[src/rtl/noc_input_port.sv]
// NoC router input port: per-VC flit FIFOs, per-VC packet FSM, XY routing, VA/SA requests.
// Optional macro IP_ERR_DETECT_EN enables the one-cycle err_o pulse on dropped flits.

package noc_params;
    localparam int MESH_SIZE_X      = 4;
    localparam int MESH_SIZE_Y      = 4;
    localparam int VC_NUM           = 4;
    localparam int VC_SIZE          = $clog2(VC_NUM);
    localparam int DEST_ADDR_SIZE_X = $clog2(MESH_SIZE_X);
    localparam int DEST_ADDR_SIZE_Y = $clog2(MESH_SIZE_Y);
    localparam int PAYLOAD_SIZE     = 16;

    typedef enum logic [2:0] {LOCAL, NORTH, SOUTH, WEST, EAST} port_t;
    typedef enum logic [1:0] {HEAD, BODY, TAIL, HEADTAIL} flit_label_t;

    typedef struct packed {
        flit_label_t                 flit_label;
        logic [VC_SIZE-1:0]          vc_id;
        logic [DEST_ADDR_SIZE_X-1:0] x_dest;
        logic [DEST_ADDR_SIZE_Y-1:0] y_dest;
        logic [PAYLOAD_SIZE-1:0]     data;
    } flit_t;
endpackage

module noc_input_port
    import noc_params::*;
#(
    parameter int BUFFER_SIZE = 8,
    parameter int X_CURRENT   = MESH_SIZE_X / 2,
    parameter int Y_CURRENT   = MESH_SIZE_Y / 2
) (
    input  logic                                   clk,
    input  logic                                   rst,
    input  flit_t                                  data_i,
    input  logic                                   valid_flit_i,
    input  logic [VC_NUM-1:0]                      va_valid_i,
    input  logic [VC_NUM-1:0][VC_SIZE-1:0]         va_new_vc_i,
    input  logic                                   sa_valid_i,
    input  logic [VC_SIZE-1:0]                     sa_sel_vc_i,
    output flit_t                                  xb_flit_o,
    output logic [VC_NUM-1:0]                      is_on_off_o,
    output logic [VC_NUM-1:0]                      is_allocatable_vc_o,
    output logic [VC_NUM-1:0]                      va_request_o,
    output logic [VC_NUM-1:0]                      sa_request_o,
    output logic [VC_NUM-1:0][VC_SIZE-1:0]         sa_downstream_vc_o,
    output port_t [VC_NUM-1:0]                     out_port_o,
    output logic [VC_NUM-1:0]                      is_full_o,
    output logic [VC_NUM-1:0]                      is_empty_o,
    output logic [VC_NUM-1:0]                      err_o
);
    localparam int PTR_W = $clog2(BUFFER_SIZE);
    localparam int CNT_W = PTR_W + 1;
    localparam logic [DEST_ADDR_SIZE_X-1:0] X_CUR = DEST_ADDR_SIZE_X'(X_CURRENT);
    localparam logic [DEST_ADDR_SIZE_Y-1:0] Y_CUR = DEST_ADDR_SIZE_Y'(Y_CURRENT);

    typedef enum logic [1:0] {IDLE, VA, ACTIVE} vc_state_t;

    flit_t             mem [VC_NUM][BUFFER_SIZE];
    logic [PTR_W-1:0]  rd_ptr [VC_NUM];
    logic [PTR_W-1:0]  wr_ptr [VC_NUM];
    logic [CNT_W-1:0]  count [VC_NUM];
    logic [VC_NUM-1:0] pkt_open;
    vc_state_t         state [VC_NUM];
    vc_state_t         state_next [VC_NUM];
    logic [VC_NUM-1:0] push;
    logic [VC_NUM-1:0] pop;
    port_t             route;
    logic [VC_SIZE-1:0] wr_vc;
    logic              wr_head;

    assign wr_vc   = data_i.vc_id;
    assign wr_head = (data_i.flit_label == HEAD) || (data_i.flit_label == HEADTAIL);

    always_comb begin
        route = LOCAL;
        if (data_i.x_dest > X_CUR)      route = EAST;
        else if (data_i.x_dest < X_CUR) route = WEST;
        else if (data_i.y_dest > Y_CUR) route = SOUTH;
        else if (data_i.y_dest < Y_CUR) route = NORTH;
    end

    always_comb begin
        pop = '0;
        for (int unsigned v = 0; v < VC_NUM; v++)
            pop[v] = sa_valid_i && (sa_sel_vc_i == VC_SIZE'(v)) &&
                     (count[v] != '0) && (state[v] == ACTIVE);
    end

    // A head is legal only with no open packet, body/tail only with one: legal == (head != open).
    always_comb begin
        push = '0;
        if (valid_flit_i && (wr_head != pkt_open[wr_vc]) &&
            ((count[wr_vc] != CNT_W'(BUFFER_SIZE)) || pop[wr_vc]))
            push[wr_vc] = 1'b1;
    end

    always_ff @(posedge clk) begin
        if (|push) mem[wr_vc][wr_ptr[wr_vc]] <= data_i;
    end

    always_ff @(posedge clk or negedge rst) begin
        if (!rst) begin
            for (int unsigned v = 0; v < VC_NUM; v++) begin
                rd_ptr[v]     <= '0;
                wr_ptr[v]     <= '0;
                count[v]      <= '0;
                out_port_o[v] <= LOCAL;
            end
            pkt_open <= '0;
        end else begin
            for (int unsigned v = 0; v < VC_NUM; v++) begin
                if (push[v]) wr_ptr[v] <= wr_ptr[v] + PTR_W'(1);
                if (pop[v])  rd_ptr[v] <= rd_ptr[v] + PTR_W'(1);
                count[v] <= count[v] + CNT_W'(push[v]) - CNT_W'(pop[v]);
            end
            if (|push) begin
                case (data_i.flit_label)
                    HEAD:          pkt_open[wr_vc] <= 1'b1;
                    TAIL, HEADTAIL: pkt_open[wr_vc] <= 1'b0;
                    default: ;
                endcase
                if (wr_head) out_port_o[wr_vc] <= route;
            end
        end
    end

    always_ff @(posedge clk or negedge rst) begin
        if (!rst) begin
            for (int unsigned v = 0; v < VC_NUM; v++) state[v] <= IDLE;
            sa_downstream_vc_o <= '0;
        end else begin
            for (int unsigned v = 0; v < VC_NUM; v++) begin
                state[v] <= state_next[v];
                if ((state[v] == VA) && va_valid_i[v]) sa_downstream_vc_o[v] <= va_new_vc_i[v];
            end
        end
    end

    always_comb begin
        va_request_o        = '0;
        sa_request_o        = '0;
        is_allocatable_vc_o = '0;
        for (int unsigned v = 0; v < VC_NUM; v++) begin
            state_next[v] = state[v];
            case (state[v])
                IDLE: begin
                    is_allocatable_vc_o[v] = (count[v] == '0);
                    if ((count[v] != '0) && ((mem[v][rd_ptr[v]].flit_label == HEAD) ||
                                             (mem[v][rd_ptr[v]].flit_label == HEADTAIL)))
                        state_next[v] = VA;
                end
                VA: begin
                    va_request_o[v] = 1'b1;
                    if (va_valid_i[v]) state_next[v] = ACTIVE;
                end
                ACTIVE: begin
                    sa_request_o[v] = (count[v] != '0);
                    if (pop[v] && ((mem[v][rd_ptr[v]].flit_label == TAIL) ||
                                   (mem[v][rd_ptr[v]].flit_label == HEADTAIL)))
                        state_next[v] = IDLE;
                end
                default: state_next[v] = IDLE;
            endcase
        end
    end

    always_comb begin
        for (int unsigned v = 0; v < VC_NUM; v++) begin
            is_empty_o[v]  = (count[v] == '0);
            is_full_o[v]   = (count[v] == CNT_W'(BUFFER_SIZE));
            is_on_off_o[v] = (count[v] < CNT_W'(BUFFER_SIZE - 1));
        end
    end

    always_comb begin
        xb_flit_o       = mem[sa_sel_vc_i][rd_ptr[sa_sel_vc_i]];
        xb_flit_o.vc_id = sa_downstream_vc_o[sa_sel_vc_i];
    end

`ifdef IP_ERR_DETECT_EN
    logic [VC_NUM-1:0] err_next;

    always_comb begin
        err_next = '0;
        if (valid_flit_i && !push[wr_vc]) err_next[wr_vc] = 1'b1;
    end

    always_ff @(posedge clk or negedge rst) begin
        if (!rst) err_o <= '0;
        else      err_o <= err_next;
    end
`else
    assign err_o = '0;
`endif

endmodule

[config.mk]
export PLATFORM = sky130hd
export DESIGN_NAME = noc_input_port
export DESIGN_NICKNAME = d
export VERILOG_FILES = /design/src/rtl/noc_input_port.sv
export SDC_FILE = /design/constraint.sdc
export NUM_CORES = 1
export LEC_CHECK = 0
export CORE_ASPECT_RATIO = 1.4
export CORE_MARGIN = 8
export CORE_UTILIZATION = 55
export DETAILED_ROUTE_END_ITERATION = 12
export GPL_TIMING_DRIVEN = 0
export HOLD_SLACK_MARGIN = 0.05
export PLACE_DENSITY = 0.79
export SLEW_MARGIN = 20
export SYNTH_ARGS = -nofsm -noshare
export SYNTH_HDL_FRONTEND = slang
export SYNTH_SLANG_ARGS = --single-unit
[constraint.sdc]
create_clock -name clk -period 5.6 [get_ports clk]
set_input_delay 1.12 -clock clk [delete_from_list [all_inputs] [get_ports clk]]
set_output_delay 1.12 -clock clk [all_outputs]
set_load 0.01 [all_outputs]
==> results of run 1 <==
==> worst paths after layout <==
path	start	cells past startpoint	end	slack, ns
min reg2reg	state[5]	1	state[4]	0.49
min in group clk	state[5]	1	state[4]	0.49
max reg2reg	count[7]	11	mem[3][74]	1.76
max in group asynchronous	rst	2	out_port_o[7]	4.63
max	sa_sel_vc_i[1]	10	xb_flit_o[2]	0.003
min	rst	1	sa_downstream_vc_o[5]	0.39
==> area by class of cell <==
type | instances | area (um2) | share of cell area (%)
Sequential cell | 776 | 22900 | 61.6
Multi-Input combinational cell | 713 | 8700 | 23.4
Clock buffer | 85 | 1820 | 4.88
Timing Repair Buffer | 197 | 1710 | 4.59
Tap cell | 742 | 928 | 2.49
Buffer | 90 | 534 | 1.43
Clock inverter | 36 | 448 | 1.20
Inverter | 40 | 150 | 0.403
Antenna cell | 2 | 5.00 | 0.0134
==> per-layer routing <==
| metal | GRT usage [%] | share of wire (%) | vias to the layer above |
|---|---|---|---|
| li1 | - | - | 7072 |
| met1 | 30.6 | 35 | 8950 |
| met2 | 41.0 | 50 | 1193 |
| met3 | 5.10 | 10 | 248 |
| met4 | 12.1 | 5.4 | 0 |
| met5 | 0 | 0 | - |
==> sequential cells by signal (all words and copies together), names as in the netlist, named ones only <==
signal and cells:
wr_ptr 12, count 16, mem 704, out_port_o 12
sa_downstream_vc_o 8, state 8, rd_ptr 12
==> stage by stage <==
stage                     area [um2]  util [%]  TNS (ns)  std cells
after floorplan                32000         -         0       1620
after global placement         34000      59.1  -1175.39       2468
after detailed placement       34900      60.6    -20.44       2559
after CTS                      37300      64.8         0       2679
after global routing           37200      64.7         0       2679
final                          37200      64.7         0       2681
==> synth_stat cells (15+ instances only) <==
cell type	n	share of area, %
buf_1	24	0.28
nor2_1	38	0.45
mux4_2	200	14
nor3_1	38	0.59
o21ai_0	28	0.44
buf_2	18	0.28
mux2_2	63	2.2
o211ai_1	23	0.54
clkbuf_1	37	0.43
inv_1	39	0.46
edfxtp_1	704	66
nand2_1	58	0.68
dfrtp_1	72	5.6
a21oi_1	29	0.45
ha_1	47	1.8
mux2i_1	49	1.5
xor2_1	15	0.41
==> critical path: stages <==
cell and delay (ns):
clkdlybuf4s50_1 0.65, buf_4 0.28, clkbuf_4 0.28, clkbuf_4 0.30
mux4_2 0.32, mux2i_1 0.31, nand2_1 0.10, o211ai_1 0.27
o21ai_0 0.27, clkdlybuf4s50_1 0.56
==> kinds of logic after synthesis <==
| logic type | synth area share, % |
|---|---|
| compound gates | 2.34 |
| xor+xnor | 0.602 |
| fa+ha+maj | 2.09 |
| buf+inv | 1.78 |
| flops | 71.7 |
| mux | 18.6 |
| other cells | 0.0117 |
| simple gates | 2.85 |
==> timing repair <==
action | in CTS | in global routing
resized for setup | 55 | 19
setup endpoints to repair | 22 | 19
gates cloned | 0 | 0
==> power groups by stage <==
stage	Combinational [mW]	Clock [mW]	Sequential, mW
floorplan	2.07	0	7.10
global route	4.13	5.06	7.09
global placement	3.58	0	7.14
detailed placement	3.80	0	7.16
CTS	3.87	4.85	7.05
finish	3.89	4.82	7.05
==> impl_metrics.env, run 1 <==
export IMPL_status="completed"
export IMPL_dpl_hpwl_mm=55.3
export IMPL_vias=17500
export IMPL_peakVddDrop_uv=303
export IMPL_async_flop_share_pct=9.28
export IMPL_critPathCaptureType="primary output"
export IMPL_final_common_cell="edfxtp_1"
export IMPL_syn_inst=1617
export IMPL_arrival_ns=4.48
export IMPL_cts_sinks=776
export IMPL_dieArea_mm2=0.0663
export IMPL_worstPathRequired_ns=4.48
export IMPL_avgSynthCellArea_um2=19.8
export IMPL_io_pins=114
export IMPL_grt_start_max_net_pins=56
export IMPL_die_x_um=220
export IMPL_syn_area_mm2=0.0320
export IMPL_finalHoldViolCount=0
export IMPL_initial_core_util_pct=55.6
export IMPL_grt_pass1_vias=18200
export IMPL_pwr_share_seq_pct=44.7
export IMPL_drt_iter0_drc=1993
export IMPL_total_power_mw=15.8
export IMPL_synthFlopType="edfxtp_1"
export IMPL_numCtsBuffers=70
export IMPL_rsz0062_at_grt="no"
export IMPL_p_sw_mw=4.67
export IMPL_grt_pass1_wl_mm=119
export IMPL_via_per_inst=6.51
export IMPL_worst_setup_path_start_kind="primary input"
export IMPL_wirelength_mm=81.0
export IMPL_period_needed_ns=5.60
export IMPL_finalSetupViolCount=0
export IMPL_crit_path_max_fanout=10
export IMPL_dieHeight_um=301
export IMPL_drt_first_pass_iters=6
export IMPL_power_share_switching_pct=29.6
export IMPL_post_cts_buffers=0
export IMPL_yosysSeqAreaShare_pct=71.7
export IMPL_cts_clk_slew_worst_paths_ns=0.06
export IMPL_n_fill_cell=3697
export IMPL_whs_ns=0.393
export IMPL_hold_class="primary input to async pin"
export IMPL_tightest_slew_ns=1.05
export IMPL_critical_path_class="primary input to primary output"
export IMPL_cts_tree="done"
export IMPL_syn_to_final_growth_pct=16.3
export IMPL_drc_errors=0
export IMPL_num_rows=104
export IMPL_ys_seq_elements=776
export IMPL_grt_overflow=0
export IMPL_slew_viol_final=0
export IMPL_insertion_delay_ns=0.61
export IMPL_p_clk_share_pct=30.6
export IMPL_fmax_mhz=179
export IMPL_core_area_mm2=0.0575
export IMPL_post_place_ws_ns=-1.25
export IMPL_p_leak_nw=12.5
export IMPL_ctsHtreeMaxLevel=3
export IMPL_port_buffers=106
export IMPL_final_cell_mix="edfxtp_1, mux4_2, buf_4"
export IMPL_fin_skew_ns=0.0214
export IMPL_grt_total_usage_pct=24.6
export IMPL_ant_nets=0
export IMPL_wl_per_cell_um=30.2
export IMPL_gp_congestion=0.898
export IMPL_finalWorstSetupSlack_ns=0.00269
export IMPL_relSlewSlack_pct=29.2
export IMPL_drive_gt1_share_pct=31.2
export IMPL_nets=1981
export IMPL_cts_root_buf="clkbuf_16"
export IMPL_postCtsHoldBufs=0
export IMPL_synth_edf_count=704
export IMPL_p_comb_share_pct=24.7
export IMPL_cts_path_max_buffers=3
export IMPL_p_int_mw=11.1
export IMPL_period_share_pct=100
export IMPL_yosysUniqueCellTypes=46
export IMPL_antenna_found_initial=1
export IMPL_power_density_mw_per_mm2=423
export IMPL_maxCapViolCount=0
export IMPL_synth_warnings=0
Note: power is estimated with default switching activity, not from simulation.
==> run 2, diff against run 1 <==
--- a/config.mk
+++ b/config.mk
@@ -9,6 +9,7 @@
 export CORE_MARGIN = 8
 export CORE_UTILIZATION = 55
 export DETAILED_ROUTE_END_ITERATION = 12
+export GPL_ROUTABILITY_DRIVEN = 0
 export GPL_TIMING_DRIVEN = 0
 export HOLD_SLACK_MARGIN = 0.05
 export PLACE_DENSITY = 0.79
==> constraint.sdc (replaced) <==
create_clock -name clk -period 6.8 [get_ports clk]
set_input_delay 1.36 -clock clk [delete_from_list [all_inputs] [get_ports clk]]
set_output_delay 1.36 -clock clk [all_outputs]
set_load 0.01 [all_outputs]
==> run 2 against run 1 <==
Against the previous run: critical path depth is the same; the flow now finishes with violations (negative setup slack); combinational power fell by 18%; cell count stayed put; largest cell class unchanged; highest routed layer is now met5; critical endpoint is now xb_flit_o[4]; design area down 0.35%.
==> impl_metrics.env, run 2 (synthesis gave the netlist of run 1 again) <==
export IMPL_tightest_slew_ns=1.16
export IMPL_syn_to_final_growth_pct=15.9
export IMPL_grt_pass1_wl_mm=119
export IMPL_num_rows=104
export IMPL_worstPathRequired_ns=5.44
export IMPL_rr_startpoint="count[7]"
export IMPL_period_needed_ns=6.81
export IMPL_drive_gt1_share_pct=29.6
export IMPL_dieHeight_um=301
export IMPL_critPathCaptureType="primary output"
export IMPL_grt_pass1_vias=18200
export IMPL_grt_start_max_net_pins=56
export IMPL_pwr_share_seq_pct=44.8
export IMPL_fmax_mhz=147
export IMPL_power_share_switching_pct=29.6
export IMPL_reg2reg_depth=11
export IMPL_p_clk_share_pct=30.7
export IMPL_p_int_mw=9.12
export IMPL_p_sw_mw=3.84
export IMPL_cts_tree="done"
export IMPL_vias=17400
export IMPL_critical_path_class="primary input to primary output"
export IMPL_fin_tns_setup_ns=-0.00993
export IMPL_ant_nets=0
export IMPL_grt_overflow=0
export IMPL_postCtsHoldBufs=0
export IMPL_violations="negative setup slack"
export IMPL_wl_per_cell_um=30.2
export IMPL_route_met2_wl_mm=40.4
export IMPL_period_share_pct=100
export IMPL_grt_total_usage_pct=24.6
export IMPL_arrival_ns=5.45
export IMPL_worst_setup_path_start_kind="primary input"
export IMPL_total_power_mw=13.0
export IMPL_n_fill_cell=3715
export IMPL_numCtsBuffers=70
export IMPL_wirelength_mm=81.1
export IMPL_p_comb_share_pct=24.5
export IMPL_crit_chain="clkdlybuf4s50_1 > mux4_2 > clkbuf_1 > clkdlybuf4s18_2 > buf_2 > mux2i_1 > nand2_1 > o211ai_1 > o21ai_0 > clkdlybuf4s50_1"
export IMPL_final_common_cell="edfxtp_1"
export IMPL_power_density_mw_per_mm2=349
export IMPL_insertion_delay_ns=0.61
export IMPL_slowest_delay_ns=0.67
export IMPL_via_per_inst=6.49
export IMPL_cts_root_buf="clkbuf_16"
export IMPL_maxCapViolCount=0
export IMPL_peakVddDrop_uv=249
export IMPL_top_layer="met5"
export IMPL_antenna_found_initial=2
export IMPL_crit_path_max_fanout=10
export IMPL_slowest_stage="clkdlybuf4s50_1"
export IMPL_cts_path_max_buffers=3
export IMPL_relSlewSlack_pct=22.4
export IMPL_hold_class="flop to flop"
export IMPL_io_pins=114
export IMPL_final_core_util_pct=64.5
export IMPL_nets=1982
export IMPL_fin_skew_ns=0.0194
export IMPL_met3WireLength_mm=8.06
export IMPL_reg2reg_slack_ns=2.90
export IMPL_cts_clk_slew_worst_paths_ns=0.06
export IMPL_cts_sinks=776
export IMPL_final_cell_mix="edfxtp_1, mux4_2, buf_4"
export IMPL_drt_first_pass_iters=6
export IMPL_dpl_hpwl_mm=55.3
export IMPL_largest_register_ffs=704
export IMPL_slew_viol_final=0
export IMPL_drc_errors=0
export IMPL_dieArea_mm2=0.0663
export IMPL_core_area_mm2=0.0575
export IMPL_holdPathStages=1
export IMPL_rsz0062_at_grt="no"
export IMPL_r2r_end="mem[2][86]"
export IMPL_status="complete, but fails checks"
export IMPL_die_x_um=220
export IMPL_drt_iter0_drc=2060
export IMPL_port_buffers=106
export IMPL_post_cts_buffers=0
export IMPL_initial_core_util_pct=55.6
export IMPL_finalSetupViolCount=1
export IMPL_p_leak_nw=12.5
export IMPL_finalWorstSetupSlack_ns=-0.00993
export IMPL_wirelength_met1_mm=28.1
export IMPL_crit_path_frequent_cell="clkdlybuf4s50_1"
export IMPL_finalHoldViolCount=0
export IMPL_ctsHtreeMaxLevel=3
run 2: changes by cell type in the layout (fill, tap and decap cells not counted), sizes merged:
cell / delta
buf: +8
clkbuf: -1
clkdlybuf4s15: -7
clkdlybuf4s18: +1
diode: -1
run 2: through the flow:
step	area (um2)	hold slack [ns]	std cells	setup slack [ns]
floorplan	32000	0.444	1620	1.97
global placement	34000	0.458	2468	-1.04
detailed placement	34900	0.472	2559	-0.529
CTS	37200	0.480	2680	0.0258
global route	37100	0.513	2680	0.00522
finish	37100	0.486	2681	-0.00993
run 2: what timing repair did:
item	in CTS	in global routing
gates resized for setup	9	7
hold endpoints to repair	0	0
cloned	0	0
endpoints found under the setup margin	21	14
run 2: worst max-delay path by stage:
stage	startpoint	endpoint	slack (ns)	cells after the start
5_1_grt	sa_sel_vc_i[1]	xb_flit_o[4]	0.005	10
4_1_cts	sa_sel_vc_i[1]	xb_flit_o[17]	0.03	10
2_1_floorplan	data_i[20]	mem[3][100]	1.97	6
3_5_place_dp	sa_sel_vc_i[1]	xb_flit_o[17]	-0.53	10
3_3_place_gp	sa_sel_vc_i[1]	mem[2][76]	-1.04	7
6_report	sa_sel_vc_i[1]	xb_flit_o[4]	-0.01	10
run 2: layout make-up:
cell class,instances,area (um2),area share [%]
flip-flops and latches,776,22900,61.8
clock buffers,85,1820,4.90
clock inverters,36,448,1.21
inverters,40,150,0.405
multi-input cells,713,8670,23.4
plain buffers,91,440,1.19
repair buffers,197,1710,4.60
well taps,742,928,2.50
diodes,1,2.50,0.00674
run 2: routing by layer:
metal | vias to the layer above | global-route usage, %
met5 | - | 0
met4 | 2 | 12.3
met3 | 252 | 5.23
met2 | 1207 | 40.8
met1 | 8883 | 30.4
li1 | 7058 | -
run 2: critical path: cells and delay by family:
family | cells | cell delay, ns
buf+inv | 5 | 2.61
mux | 2 | 0.68
compound gates | 2 | 0.66
simple gates | 1 | 0.11
run 2: power groups by stage:
stage	Sequential (mW)	Combinational, mW	Clock [mW]
3_3_place_gp	5.88	2.95	0
5_1_grt	5.84	3.38	4.17
2_1_floorplan	5.85	1.71	0
4_1_cts	5.80	3.17	3.99
3_5_place_dp	5.90	3.13	0
6_report	5.81	3.18	3.97
==> run 3, diff against run 2 <==
--- a/config.mk
+++ b/config.mk
@@ -12,7 +12,8 @@
 export GPL_ROUTABILITY_DRIVEN = 0
 export GPL_TIMING_DRIVEN = 0
 export HOLD_SLACK_MARGIN = 0.05
-export PLACE_DENSITY = 0.79
+export PLACE_DENSITY = 0.73
+export SETUP_SLACK_MARGIN = 0.3
 export SLEW_MARGIN = 20
 export SYNTH_ARGS = -nofsm -noshare
 export SYNTH_HDL_FRONTEND = slang
==> run 3 against run 2 <==
Against the previous run: the flow now finishes without violations; register-to-register slack better by 0.20 ns; combinational power barely moved; worst setup slack better by 0.30 ns; utilization fell by 0.19 points; non-clock buffer count is 4 higher; critical path depth is the same; maximum frequency is 4.6% higher; clock skew grew 0.0026 ns; die area unchanged.
==> impl_metrics.env, run 3 (synthesis gave the netlist of run 1 again) <==
export IMPL_hold_class="flop to flop"
export IMPL_initial_core_util_pct=55.6
export IMPL_pwr_share_seq_pct=45.7
export IMPL_fin_skew_ns=0.0221
export IMPL_period_needed_ns=6.51
export IMPL_crit_path_max_fanout=10
export IMPL_peakVddDrop_uv=262
export IMPL_core_area_mm2=0.0575
export IMPL_p_int_mw=8.96
export IMPL_power_density_mw_per_mm2=343
export IMPL_rsz0062_at_grt="yes"
export IMPL_post_place_ws_ns=-0.458
export IMPL_finalWorstSetupSlack_ns=0.288
export IMPL_post_cts_buffers=0
export IMPL_vias=17000
export IMPL_tightest_slew_ns=1.12
export IMPL_n_fill_cell=3959
export IMPL_dieArea_mm2=0.0663
export IMPL_critPathCaptureType="primary output"
export IMPL_p_leak_nw=12.4
export IMPL_cts_tree="done"
export IMPL_grt_total_usage_pct=24.4
export IMPL_cts_sinks=776
export IMPL_finalHoldViolCount=0
export IMPL_postCtsHoldBufs=0
export IMPL_period_share_pct=95.8
export IMPL_grt_overflow=0
export IMPL_finalSetupViolCount=0
export IMPL_cts_root_buf="clkbuf_16"
export IMPL_grt_pass1_wl_mm=117
export IMPL_via_per_inst=6.31
export IMPL_dieHeight_um=301
export IMPL_status="completed"
export IMPL_largest_register_ffs=704
export IMPL_worstPathRequired_ns=5.44
export IMPL_final_area_mm2=0.0370
export IMPL_reg2reg_depth=12
export IMPL_power_share_switching_pct=29.4
export IMPL_drt_iter0_drc=1572
export IMPL_drc_errors=0
export IMPL_cts_clk_slew_worst_paths_ns=0.06
export IMPL_wirelength_mm=79.2
export IMPL_die_x_um=220
export IMPL_syn_to_final_growth_pct=15.6
export IMPL_final_common_cell="edfxtp_1"
export IMPL_grt_pass1_vias=17700
export IMPL_whs_ns=0.480
export IMPL_antenna_found_initial=1
export IMPL_holdPathStages=1
export IMPL_nets=1986
export IMPL_p_sw_mw=3.74
export IMPL_ctsHtreeMaxLevel=3
export IMPL_fmax_mhz=154
export IMPL_worst_setup_path_start_kind="primary input"
export IMPL_numCtsBuffers=70
export IMPL_placed_area_mm2=0.0349
export IMPL_relSlewSlack_pct=25.0
export IMPL_insertion_delay_ns=0.62
export IMPL_p_clk_share_pct=29.4
export IMPL_num_rows=104
export IMPL_arrival_ns=5.15
export IMPL_p_comb_share_pct=24.9
export IMPL_slew_viol_final=0
export IMPL_drive_gt1_share_pct=29.5
export IMPL_io_pins=114
export IMPL_final_cell_mix="edfxtp_1, mux4_2, buf_4"
export IMPL_drt_first_pass_iters=8
export IMPL_maxCapViolCount=0
export IMPL_port_buffers=106
export IMPL_grt_start_max_net_pins=53
export IMPL_critical_path_class="primary input to primary output"
export IMPL_ant_nets=0
export IMPL_wl_per_cell_um=29.5
export IMPL_dpl_hpwl_mm=56.0
export IMPL_cts_path_max_buffers=3
-- run 3: worst max-delay path: stages --
cell	delay [ns]
clkdlybuf4s50_1	0.63
clkbuf_2	0.37
clkbuf_2	0.38
buf_2	0.40
mux4_2	0.36
mux2i_1	0.32
nor2_1	0.09
a21oi_1	0.44
o21ai_0	0.23
clkdlybuf4s50_1	0.54
-- run 3: worst paths after layout --
check | startpoint | to | slack [ns]
max | sa_sel_vc_i[1] | xb_flit_o[17] | 0.29
min | state[5] | state[4] | 0.48
max reg2reg | count[5] | count[6] | 3.10
min reg2reg | state[5] | state[4] | 0.48
max in group asynchronous | rst | out_port_o[8] | 5.58
min in group asynchronous | rst | count[13] | 0.65
-- run 3: power by group through the flow --
stage	registers, mW	clock network (mW)	logic, mW
final	5.80	3.74	3.16
after CTS	5.80	3.80	3.16
after detailed placement	5.89	0	3.14
after floorplan	5.85	0	1.71
after global placement	5.89	0	2.99
after global routing	5.84	3.96	3.36
-- run 3: through the flow --
step	util, %	TNS (ns)	cells	total power, mW
6_report	64.3	0	2687	12.7
3_3_place_gp	59.1	-478.70	2468	8.87
5_1_grt	64.3	0	2686	13.2
2_1_floorplan	-	0	1620	7.56
3_5_place_dp	60.6	-5.27	2564	9.04
4_1_cts	64.3	0	2686	12.8
-- run 3: area by class of cell --
cell class / instances / area (um2) / share of cell area [%]
Tap cell: 742 / 928 / 2.51
Sequential cell: 776 / 22900 / 62.0
Clock inverter: 30 / 255 / 0.690
Inverter: 40 / 150 / 0.406
Buffer: 90 / 458 / 1.24
Antenna cell: 1 / 2.50 / 0.00676
Clock buffer: 93 / 1860 / 5.03
Multi-Input combinational cell: 713 / 8680 / 23.4
Timing Repair Buffer: 202 / 1730 / 4.67
-- run 3: metal layers --
layer  up-vias  GRT usage [%]  wire [um]
met5         -              0         16
met4         2           11.5       3690
met3       168           4.28       6970
met2       926           40.7      39800
met1      8791           30.8      28700
li1       7081              -          -
-- run 3: timing repair --
item | in CTS | in global routing
gates resized for setup | 14 | 11
hold endpoints to repair | 0 | 0
pin swaps | 0 | 0
endpoints found under the setup margin | 22 | 9
==> RTL edit 1: new RTL, settings of run 2 <==
Set the package constant `PAYLOAD_SIZE` to 8 (it was 16).
--- a/src/rtl/noc_input_port.sv
+++ b/src/rtl/noc_input_port.sv
@@ -9,5 +9,5 @@
     localparam int DEST_ADDR_SIZE_X = $clog2(MESH_SIZE_X);
     localparam int DEST_ADDR_SIZE_Y = $clog2(MESH_SIZE_Y);
-    localparam int PAYLOAD_SIZE     = 16;
+    localparam int PAYLOAD_SIZE     = 8;
 
     typedef enum logic [2:0] {LOCAL, NORTH, SOUTH, WEST, EAST} port_t;
Interface: changed (resized data_i and xb_flit_o); port bits go from 114 to 98. No check against the original RTL was run, so the function may have changed too.
==> RTL edit 1 against run 2 <==
  * Critical path depth unchanged
  * Final area is 31% lower
  * Utilization decreased by 0.48 points
  * Total power decreased by 31%
  * Synthesized area down 31%
  * Routed wire length shrank 35%
  * Setup slack better by 360 ps
  * Sequential cell count decreased by 256
  * Critical endpoint is now xb_flit_o[0]
==> RTL edit 1: results (changes against run 2) <==
status = completed (was complete, but fails checks)
CP arrival = 5090 ps (was 5450 ps)
drt pass-1 iters = 7 (was 6)
met1 Use GR = 28.3% (was 30.4%)
Critical R2R Capture = mem[1][21] (was mem[2][86])
worst setup path endpoint = xb_flit_o[0] (was xb_flit_o[4])
n_diodes = 0 (was 1)
Non-clock buffers = 200 (was 288)
NonClk Buf Share = 6.09% (was 5.79%)
Async SR Flop Fraction = 13.8% (was 9.28%)
routed len/inst = 27.6 microns (was 30.2 microns)
# clk buffers = 63 (was 85)
initial antenna violation count = 0 (was 2)
post-synthesis adder-cell area fraction = 3.03% (was 2.09%)
met3 GRT Util = 3.91% (was 5.23%)
Post-synth top cells = edfxtp_1 (448), mux4_2 (137), dfrtp_1 (72), mux2_2 (66), ha_1 (47) (was edfxtp_1 (704), mux4_2 (200), dfrtp_1 (72), mux2_2 (63), nand2_1 (58))
htree depth = 2 (was 3)
synthesized cell area = 0.0221 sq mm (was 0.0320 sq mm)
first-pass GRT wire length = 79,400 microns (was 119,000 microns)
All-Layer GR Usage = 23.1% (was 24.6%)
sequential share of the synthesized area = 69.1% (was 71.7%)
final core occ = 64.0% (was 64.5%)
Compound-Gate Fraction of Synth Area = 2.09% (was 2.34%)
routed vias/inst = 6.25 (was 6.49)
vias in the first global route = 12,700 (was 18,200)
layout cells sized above 1 = 29.9% (was 29.6%)
Metal-1 WL = 19,100 microns (was 28,100 microns)
Post-Syn Instances = 1,167 (was 1,617)
1st-iter DRT viols = 1,081 (was 2,060)
==> RTL edit 1: changes by cell type after synthesis, moves of 6 or more <==
cell	delta
edfxtp_1	-256
mux4_2	-63
nand2_1	-22
clkbuf_1	-20
mux2i_1	-17
buf_1	-12
o21ai_0	-12
a21oi_1	-11
mux2_4	-10
o211ai_1	-9
mux2_1	-8
buf_2	+7
a21oi_2	-6
nor3_2	+6
==> RTL edit 1: stage by stage <==
| stage | total power [mW] | worst slack (ps) |
|---|---|---|
| floorplan | 5.39 | 2300 |
| detailed placement | 6.49 | 356 |
| CTS | 8.96 | 374 |
| finish | 8.92 | 350 |
| global route | 9.28 | 299 |
| global placement | 6.35 | 196 |
==> RTL edit 1: report_power, final <==
group          switching (mW)  leakage, nW  internal [mW]
sequential              0.248         4.91           3.75
clock                    1.11        0.689           1.37
combinational            1.33         3.14           1.12
total                    2.68         8.74           6.23
==> RTL edit 2: new RTL, flow settings as in run 2 <==
Made on the original files. The option `IP_ERR_DETECT_EN` is turned on by a define.
--- a/src/rtl/noc_input_port.sv
+++ b/src/rtl/noc_input_port.sv
@@ -1,4 +1,6 @@
 // NoC router input port: per-VC flit FIFOs, per-VC packet FSM, XY routing, VA/SA requests.
 // Optional macro IP_ERR_DETECT_EN enables the one-cycle err_o pulse on dropped flits.
+
+`define IP_ERR_DETECT_EN
 
 package noc_params;
Function: changed (a bounded check fails within 4 cycles, from zero or initial values and one cycle with rst low).
==> RTL edit 2 against run 2 <==
  * Count of clock-buffer cells in the layout grew 2
  * Sequential cell count grew 4
  * Utilization is essentially flat
  * Total power shrank 0.47%
  * Final area shrank 0.24%
  * Synthesized area shrank 0.29%
  * Routed wire length grew 3.7%
  * Setup slack gained 240 ps
  * Highest routed layer unchanged
==> RTL edit 2: results (changes against run 2) <==
layout net count = 1,962 (was 1,982)
drt pass-1 iters = 6 (unchanged)
Cell variety after synth = 49 (was 46)
Syn. warnings = 0 (unchanged)
fillers = 3,640 (was 3,715)
Avg Inst Size Synth = 20.0 sq um (was 19.8 sq um)
Skew-Pair Late Insertion Delay = 620 ps
vias = 17,700 (was 17,400)
status = completed (was complete, but fails checks)
Final Routed Wirelength = 84,100 microns (was 81,100 microns)
Pleak = 12.5 nW (about the same)
Area contributors post-synth = edfxtp_1 (66%), mux4_2 (14%), dfrtp_1 (6.0%) (was edfxtp_1 (66%), mux4_2 (14%), dfrtp_1 (5.6%))
relative slew slack = 18.5% (was 22.4%)
crit-path max FO = 10 (unchanged)
reg2reg start = count[11] (was count[7])
setup bufs post-CTS = 0 (unchanged)
Worst R2R Setup Slack = 3050 ps (was 2900 ps)
port bufs = 110 (was 106)
Post-synth EDFFs = 704 (unchanged)
# setup viols final = 0 (was 1)
largest net degree at the start of global routing = 57 (was 56)
sw frac = 29.6% (about the same)
Inst Count DP = 2,539 (was 2,559)
post-cts sizing count = 0 (was 9)
final antenna-violating net count = 0 (unchanged)
1st-iter DRT viols = 2,233 (was 2,060)
All-Layer GR Usage = 25.7% (was 24.6%)
htree depth = 3 (unchanged)
critical path startpoint = sa_sel_vc_i[1] (unchanged)
CTS max path bufs = 3 (unchanged)
final std cells w/o fill = 2,664 (was 2,681)
Pwr Density = 348 mW/mm^2 (was 349 mW/mm^2)
Reg clk slew, reported paths = 70 ps
sequential share of the synthesized area = 72.2% (was 71.7%)
highest ir drop seen on vdd = 0.332 mV (was 0.249 mV)
worst hold slack = 476 ps (was 486 ps)
clock share of power = 30.3% (was 30.7%)
Async SR Flop Fraction = 9.74% (was 9.28%)
DP HPWL = 57,600 microns (was 55,300 microns)
Critical R2R Capture = mem[3][11] (was mem[2][86])
Clock Skew = 27.7 ps (was 19.4 ps)
Post-Syn Nets = 1,685
worst r2r path cells = 11 (unchanged)
max reg flops = 704 (unchanged)
Hold Crit Class = reg -> reg (unchanged)
layout cells sized above 1 = 30.5% (was 29.6%)
first-pass GRT wire length = 122,000 microns (was 119,000 microns)
clock net sink count = 780 (was 776)
hold-critical path depth = 1 (unchanged)
Post-synth top cells = edfxtp_1 (704), mux4_2 (201), mux2_2 (82), dfrtp_1 (76) (was edfxtp_1 (704), mux4_2 (200), dfrtp_1 (72), mux2_2 (63), nand2_1 (58))
worst setup path endpoint = xb_flit_o[2] (was xb_flit_o[4])
Flop pwr share = 45.1% (was 44.8%)
CP arrival = 5210 ps (was 5450 ps)
==> RTL edit 2: cell count changes in the layout (fill, tap and decap cells not counted), moves of 8 or more <==
cell / run 2 / this run
buf_2: 43 / 57
nand2_1: 58 / 48
clkbuf_2: 8 / 0
mux2_1: 10 / 0
mux2_2: 63 / 82
mux2_4: 10 / 0
==> RTL edit 2: worst max-delay path: stages <==
cell and delay (ps):
buf_2 220, clkbuf_1 700, buf_1 900, mux4_2 410, mux2i_1 380, nand2_1 110
o211ai_1 150, o21ai_0 350, clkdlybuf4s50_1 600
==> RTL edit 2: through the flow <==
stage | area, sq um | worst slack (ps)
after floorplan | 31900 | 2230
after CTS | 37100 | 337
after global routing | 37000 | 224
final | 37000 | 229
after detailed placement | 34900 | 394
after global placement | 33900 | -978
==> RTL edit 2: cell type report <==
cell class,count,area share (%)
Antenna cell,1,0.00676
Buffer,86,1.08
Clock buffer,87,5.10
Clock inverter,37,0.919
Inverter,40,0.406
Multi-Input combinational cell,686,22.9
Sequential cell,780,62.2
Tap cell,742,2.51
Timing Repair Buffer,205,4.83
==> RTL edit 2: cells by family (layout without fill, tap and decap cells) <==
| logic type | Yosys count | in the layout | synth area share [%] |
|---|---|---|---|
| multiplexers | 331 | 331 | 18.6 |
| flip-flops | 780 | 780 | 72.2 |
| other | 0 | 1 | 0 |
| buffers and inverters | 126 | 455 | 1.72 |
| AO/OA/AOI/OAI | 97 | 97 | 1.90 |
| XOR/XNOR | 25 | 25 | 0.686 |
| adder cells (fa/ha/maj) | 51 | 51 | 2.09 |
| AND/OR/NAND/NOR | 182 | 182 | 2.81 |
==> RTL edit 2: routing by layer <==
layer	share of wire, %	GRT usage, %	vias to the layer above
met5	0.015	0	-
met2	49	42.9	1332
met4	7.6	16.2	2
met3	10	5.49	333
li1	-	-	6993
met1	33	30.1	9001
